$ cat src/rtl/fir_channel_scheduler.sv
// fir_channel_scheduler
//   Time-multiplexes one shared FIR MAC engine between N_CH sample channels.
//   Per-channel strobes are latched into hold registers. A round-robin
//   arbiter picks the next pending channel, and the scheduler sequences the
//   engine start/done handshake. Tagged results come back on a valid/ready port.
// Ports
//   clk, rst              clock, synchronous active-high reset
//   in_stb, in_data       per-channel sample strobe / packed samples (ch i at [i*WIDTH +: WIDTH])
//   eng_start/ch/sample   engine request (start is a 1-cycle pulse)
//   eng_done/result       engine completion and result
//   out_valid/ch/data     tagged result, held until out_ready
//   ovr_flag, ovr_clr     sticky per-channel overrun flags and their clear
//   timeout_err           1-cycle pulse when the engine fails to answer in time
// Optional feature
//   FIR_SCHED_OVR_CNT_EN  adds ovr_cnt[N_CH*16]: saturating per-channel overrun counters
module fir_channel_scheduler #(
  parameter int unsigned WIDTH       = 24,
  parameter int unsigned N_CH        = 4,
  parameter int unsigned CH_W        = $clog2(N_CH),
  parameter int unsigned TIMEOUT_CYC = 512
) (
  input  logic                   clk,
  input  logic                   rst,
  input  logic [N_CH-1:0]        in_stb,
  input  logic [N_CH*WIDTH-1:0]  in_data,
  output logic                   eng_start,
  output logic [CH_W-1:0]        eng_ch,
  output logic [WIDTH-1:0]       eng_sample,
  input  logic                   eng_done,
  input  logic [WIDTH-1:0]       eng_result,
  output logic                   out_valid,
  output logic [CH_W-1:0]        out_ch,
  output logic [WIDTH-1:0]       out_data,
  input  logic                   out_ready,
  output logic [N_CH-1:0]        ovr_flag,
  input  logic                   ovr_clr,
  output logic                   timeout_err
`ifdef FIR_SCHED_OVR_CNT_EN
  ,
  output logic [N_CH*16-1:0]     ovr_cnt
`endif
);

  localparam int unsigned TMR_W = (TIMEOUT_CYC > 1) ? $clog2(TIMEOUT_CYC) : 1;

  typedef enum logic [1:0] {IDLE, ISSUE, WAIT, OUT} state_e;

  state_e                        state_q, state_d;
  logic [N_CH-1:0]               pending_q, pending_d;
  logic [N_CH-1:0][WIDTH-1:0]    hold_q, hold_d;
  logic [CH_W-1:0]               last_grant_q, last_grant_d;
  logic                          eng_start_q, eng_start_d;
  logic [CH_W-1:0]               eng_ch_q, eng_ch_d;
  logic [WIDTH-1:0]              eng_sample_q, eng_sample_d;
  logic                          out_valid_q, out_valid_d;
  logic [CH_W-1:0]               out_ch_q, out_ch_d;
  logic [WIDTH-1:0]              out_data_q, out_data_d;
  logic [N_CH-1:0]               ovr_flag_q, ovr_flag_d;
  logic                          timeout_err_q, timeout_err_d;
  logic [TMR_W-1:0]              timer_q, timer_d;

  logic                          grant_vld;
  logic [CH_W-1:0]               grant_idx;
  logic [N_CH-1:0]               consume;
  logic [N_CH-1:0]               overrun;
  logic                          timeout_hit;

  // Round-robin search starting just after the last granted channel.
  always_comb begin
    grant_vld = 1'b0;
    grant_idx = '0;
    for (int unsigned k = 1; k <= N_CH; k++) begin
      if (!grant_vld && pending_q[CH_W'((32'(last_grant_q) + k) % N_CH)]) begin
        grant_vld = 1'b1;
        grant_idx = CH_W'((32'(last_grant_q) + k) % N_CH);
      end
    end
  end

  // A zero TIMEOUT_CYC disables the abort path entirely.
  assign timeout_hit = (TIMEOUT_CYC != 0) && (timer_q == TMR_W'(TIMEOUT_CYC - 1));

  // State register.
  always_ff @(posedge clk) begin
    if (rst) state_q <= IDLE;
    else     state_q <= state_d;
  end

  // Next-state logic; eng_done has priority over a timeout in the same cycle.
  always_comb begin
    state_d = state_q;
    case (state_q)
      IDLE:    if (grant_vld) state_d = ISSUE;
      ISSUE:   state_d = WAIT;
      WAIT:    if (eng_done) state_d = OUT;
               else if (timeout_hit) state_d = IDLE;
      OUT:     if (out_ready) state_d = IDLE;
      default: state_d = IDLE;
    endcase
  end

  // Output and datapath next values.
  always_comb begin
    last_grant_d  = last_grant_q;
    eng_start_d   = 1'b0;
    eng_ch_d      = eng_ch_q;
    eng_sample_d  = eng_sample_q;
    out_valid_d   = out_valid_q;
    out_ch_d      = out_ch_q;
    out_data_d    = out_data_q;
    timeout_err_d = 1'b0;
    timer_d       = timer_q;
    consume       = '0;
    hold_d        = hold_q;
    case (state_q)
      IDLE: begin
        if (grant_vld) begin
          consume[grant_idx] = 1'b1;
          eng_ch_d           = grant_idx;
          eng_sample_d       = hold_q[grant_idx];
          last_grant_d       = grant_idx;
          eng_start_d        = 1'b1;
        end
      end
      ISSUE: timer_d = '0;
      WAIT: begin
        if (eng_done) begin
          out_valid_d = 1'b1;
          out_ch_d    = eng_ch_q;
          out_data_d  = eng_result;
        end else if (timeout_hit) begin
          timeout_err_d = 1'b1;
        end else begin
          timer_d = timer_q + TMR_W'(1);
        end
      end
      OUT: if (out_ready) out_valid_d = 1'b0;
      default: ;
    endcase

    // A strobe on the channel being consumed re-arms it without counting as overrun.
    overrun   = in_stb & pending_q & ~consume;
    pending_d = (pending_q & ~consume) | in_stb;
    for (int unsigned i = 0; i < N_CH; i++) begin
      if (in_stb[i]) hold_d[i] = in_data[i*WIDTH +: WIDTH];
    end
    ovr_flag_d = (ovr_clr ? '0 : ovr_flag_q) | overrun;
  end

  // Datapath registers.
  always_ff @(posedge clk) begin
    if (rst) begin
      pending_q     <= '0;
      hold_q        <= '0;
      last_grant_q  <= CH_W'(N_CH - 1);
      eng_start_q   <= 1'b0;
      eng_ch_q      <= '0;
      eng_sample_q  <= '0;
      out_valid_q   <= 1'b0;
      out_ch_q      <= '0;
      out_data_q    <= '0;
      ovr_flag_q    <= '0;
      timeout_err_q <= 1'b0;
      timer_q       <= '0;
    end else begin
      pending_q     <= pending_d;
      hold_q        <= hold_d;
      last_grant_q  <= last_grant_d;
      eng_start_q   <= eng_start_d;
      eng_ch_q      <= eng_ch_d;
      eng_sample_q  <= eng_sample_d;
      out_valid_q   <= out_valid_d;
      out_ch_q      <= out_ch_d;
      out_data_q    <= out_data_d;
      ovr_flag_q    <= ovr_flag_d;
      timeout_err_q <= timeout_err_d;
      timer_q       <= timer_d;
    end
  end

  assign eng_start   = eng_start_q;
  assign eng_ch      = eng_ch_q;
  assign eng_sample  = eng_sample_q;
  assign out_valid   = out_valid_q;
  assign out_ch      = out_ch_q;
  assign out_data    = out_data_q;
  assign ovr_flag    = ovr_flag_q;
  assign timeout_err = timeout_err_q;

`ifdef FIR_SCHED_OVR_CNT_EN
  logic [N_CH-1:0][15:0] ovr_cnt_q, ovr_cnt_d;

  // Saturating counters; an overrun in the clear cycle leaves a count of one.
  always_comb begin
    ovr_cnt_d = ovr_cnt_q;
    for (int unsigned i = 0; i < N_CH; i++) begin
      if (ovr_clr) ovr_cnt_d[i] = '0;
      if (overrun[i]) begin
        if (ovr_clr)                        ovr_cnt_d[i] = 16'd1;
        else if (ovr_cnt_q[i] != 16'hFFFF)  ovr_cnt_d[i] = ovr_cnt_q[i] + 16'd1;
      end
    end
  end

  always_ff @(posedge clk) begin
    if (rst) ovr_cnt_q <= '0;
    else     ovr_cnt_q <= ovr_cnt_d;
  end

  assign ovr_cnt = ovr_cnt_q;
`endif

endmodule

$ cat config.mk
export PLATFORM = sky130hd
export DESIGN_NAME = fir_channel_scheduler
export DESIGN_NICKNAME = d
export VERILOG_FILES = /design/src/rtl/fir_channel_scheduler.sv
export SDC_FILE = /design/constraint.sdc
export NUM_CORES = 1
export LEC_CHECK = 0
export BUFFER_PORTS_ARGS = -buffer_cell sky130_fd_sc_hd__buf_2
export CAP_MARGIN = 25
export CORE_MARGIN = 2
export CORE_UTILIZATION = 45
export CTS_CLUSTER_SIZE = 8
export DETAILED_ROUTE_END_ITERATION = 16
export GPL_ROUTABILITY_DRIVEN = 0
export MAX_ROUTING_LAYER = met4
export PLACE_DENSITY_LB_ADDON = 0.2
export SLEW_MARGIN = 20
export SYNTH_ARGS = -nofsm -noshare
export SYNTH_HDL_FRONTEND = slang
export SYNTH_SLANG_ARGS = --single-unit
$ cat constraint.sdc
create_clock -name clk -period 2.77 [get_ports clk]
set_clock_uncertainty 0.2 [all_clocks]
set_input_delay 0.554 -clock clk [delete_from_list [all_inputs] [get_ports clk]]
set_output_delay 0.554 -clock clk [all_outputs]
set_load 0.01 [all_outputs]
==> results.toml <==
[placement]
dpl_cell_area_mm2 = 0.00808
numPortBuffers = 187
dp_hpwl_mm = 12.7
placedCellCount = 1095

[cells_and_area]
post_layout_nonfiller_instances = 1133
fin_area_mm2 = 0.00865
syn2layout_area_growth_pct = 22.7
final_util_pct = 56.7
mostFrequentLayoutCells = "186 x buf_2, 172 x dfxtp_1, 126 x nor2_1, 117 x mux2i_1, 62 x nand2_1"
drive_gt1_share_pct = 26.0
final_common_cell = "buf_2"
nNetsFinal = 1034

[cts]
cts.htree.levels = 4
clkTransAtPathRegs_ps = 60
cts_tree = "built"
clockBufferDepth = 2
cts_buffers = 17
cts_resized = 0
cts_setup_buffers = 0
clk_latency_ps = 420
cts.sinks = 172
cts_root_buf = "clkbuf_16"
ctsHoldBuffers = 0

[critical_path]
slowest_stage = "or3_1"
cp-startpoint = "timer_q[0]"
reg2reg_depth = 8
r2r-end = "timer_q[7]"
end_kind = "flip-flop"
cp_common_cell = "ha_1"
arrival_ps = 2470
slowest_delay_ps = 380
critPathKind = "flip-flop to flip-flop"
crit-reg2reg-launch = "timer_q[0]"
critPathMaxFanout = 6
path_cells = "ha_1, nand3_1, nor2_1, ha_1, nor4b_4, o2111ai_1, or3_1, a21oi_1"
reg2reg_slack_ps = 440
critPathLaunchType = "flip-flop"
cp.required_ps = 2910

[timing]
hold_violations = 0
holdWs_ps = 170
worst_slew_pin_slew_ps = 819
finalMaxSlewViolations = 0
fmax_ghz = 0.430
tns_ps = 0
period_share_pct = 84.0
fin_crit_ps = 2330
relSlewSlack_pct = 45.4
setup_viol = 0
grt_setup_unrepaired = "false"

[pwr]
seqPwrFrac_pct = 45.5
p_sw_uw = 1790
power_density_mw_per_mm2 = 729
clkPwrFrac_pct = 35.0
sw_frac_of_total_pct = 28.4
leakagePower_uw = 0.00387
ir_drop_mv = 0.424
internal_power_uw = 4510
combPwrFrac_pct = 19.4

[global_routing]
grt_start_max_net_pins = 142
antenna_found_initial = 4
grt_usage_pct = 22.6
grt_pass1_vias = 5494
overflow = 0
grt_first_pass_wirelength_mm = 28.4

[status]
status = "finished, final reports clean"

[synth]
netlist_area_mm2 = 0.00705
ys_types = 48
syn-num-nets = 877
ys_async_sr_fraction_pct = 0
ys_dominant_reg_cell = "dfxtp_1"
synthCells = 746
yosysWarningCount = 0
syn_area_per_cell_um2 = 9.45
ys_ff_latch = 172
synth_top_cell_area_share_pct = 48.8
synth-seq-area-share_pct = 48.8
yosys.area.top_type = "dfxtp_1"
synth_area_leaders = "dfxtp_1 49%, mux2i_1 17%, nor2_1 6.7%"
synth_edf_count = 0

[min_path]
whs_path_depth = 3
hp-class = "input port to flip-flop"
worstHoldStart = "eng_result[19]"
min_to = "out_data[19]"

[detailed_routing]
wirelength_mm = 18.3
wl_per_cell_um = 16.1
vias = 5815
vias_per_cell = 5.13
drc = 0
drt-initial-drc-count = 322
first_pass_iters = 4
antenna_left = 0

[run]
cap_violations = 0

[die]
die_h_um = 129
die_x_um = 129
io_pins = 188
coreArea_mm2 = 0.0153
initial_core_util_pct = 46.2
die-area_mm2 = 0.0167
row_count = 45
==> synthesized netlist by cell type, types with 2 or more instances <==
| library cell | n |
|---|---|
| xor2_1 | 2 |
| a221oi_2 | 4 |
| mux2i_1 | 117 |
| and2_1 | 2 |
| o21bai_1 | 2 |
| a221oi_1 | 15 |
| a21oi_1 | 43 |
| buf_2 | 11 |
| mux2_2 | 5 |
| or3_1 | 2 |
| buf_4 | 4 |
| nand3_1 | 2 |
| o21ai_0 | 37 |
| inv_1 | 9 |
| nor2_1 | 126 |
| o2bb2ai_1 | 6 |
| a22oi_1 | 3 |
| nor3b_1 | 3 |
| nand3b_1 | 2 |
| xnor2_1 | 2 |
| nand2b_1 | 4 |
| o211ai_1 | 19 |
| buf_6 | 6 |
| clkbuf_1 | 37 |
| a22o_1 | 2 |
| nand2_1 | 62 |
| ha_1 | 2 |
| o22ai_1 | 21 |
| dfxtp_1 | 172 |
| nor2b_1 | 6 |
==> layout make-up <==
| class | instances | area (um2) |
|---|---|---|
| timing repair buffer | 197 | 1050 |
| multi-input combinational | 506 | 3290 |
| fill | 1438 | 6600 |
| sequential | 172 | 3440 |
| clock inverter | 4 | 28.8 |
| tap | 211 | 264 |
| antenna | 6 | 15.0 |
| inverter | 9 | 33.8 |
| clock buffer | 28 | 527 |
==> power by group through the flow <==
stage / sequential [uW] / combinational, uW / clock [uW]
after floorplan: 2900 / 804 / 0
after global placement: 2930 / 1210 / 0
after detailed placement: 2920 / 1220 / 0
after CTS: 2870 / 1230 / 2260
after global routing: 2890 / 1350 / 2370
final: 2870 / 1230 / 2210
==> metrics by stage <==
stage	total power, uW	setup WS, ps
floorplan	3710	625
global placement	4140	510
detailed placement	4140	477
CTS	6360	448
global route	6620	292
finish	6310	444
==> logic make-up (layout without fill, tap and decap cells) <==
family                     count (synthesis)  in the layout  share of synthesized area (%)
xor gates and xnor gates                   4              4                          0.497
AOI/OAI and AO/OA                        162            162                           15.4
DFF                                      172            172                           48.8
adders and majority gates                  2              2                          0.355
and+or+nand+nor                          216            216                           12.8
buffers and inverters                     68            238                           4.67
other                                      0              6                              0
muxes                                    122            122                           17.4
==> routing by layer <==
metal | vias up | wire length, um | part of all wire [%] | track usage, %
li1 | 2937 | - | - | -
met1 | 2708 | 7730 | 42 | 27.5
met2 | 148 | 9220 | 50 | 36.7
met3 | 22 | 1020 | 5.6 | 5.95
met4 | 0 | 309 | 1.7 | 7.10
met5 | - | 0 | 0 | -
==> flip-flops by register name, indices dropped and copies added (netlist names), 2 cells and up <==
| signal | flops |
|---|---|
| eng_ch | 2 |
| out_data | 24 |
| ovr_flag | 4 |
| pending_q | 4 |
| eng_sample | 24 |
| last_grant_q | 2 |
| timer_q | 9 |
| hold_q | 96 |
| state_q | 2 |
| out_ch | 2 |
==> critical path: cells and delay by family, from the launching register on <==
| kind | cells | cell delay, ps |
|---|---|---|
| flip-flops | 1 | 340 |
| adder cells (fa/ha/maj) | 2 | 450 |
| AO/OA/AOI/OAI | 2 | 420 |
| AND/OR/NAND/NOR | 4 | 850 |
==> how the worst max path moves through the flow <==
stage,endpoint,slack [ps],depth (start not counted)
6_report,timer_q[7],440,8
5_1_grt,eng_sample[1],290,6
4_1_cts,timer_q[7],450,8
3_5_place_dp,timer_q[6],480,9
3_3_place_gp,timer_q[6],510,9
2_1_floorplan,timer_q[6],630,9
Power figures use the tool's default switching activity.
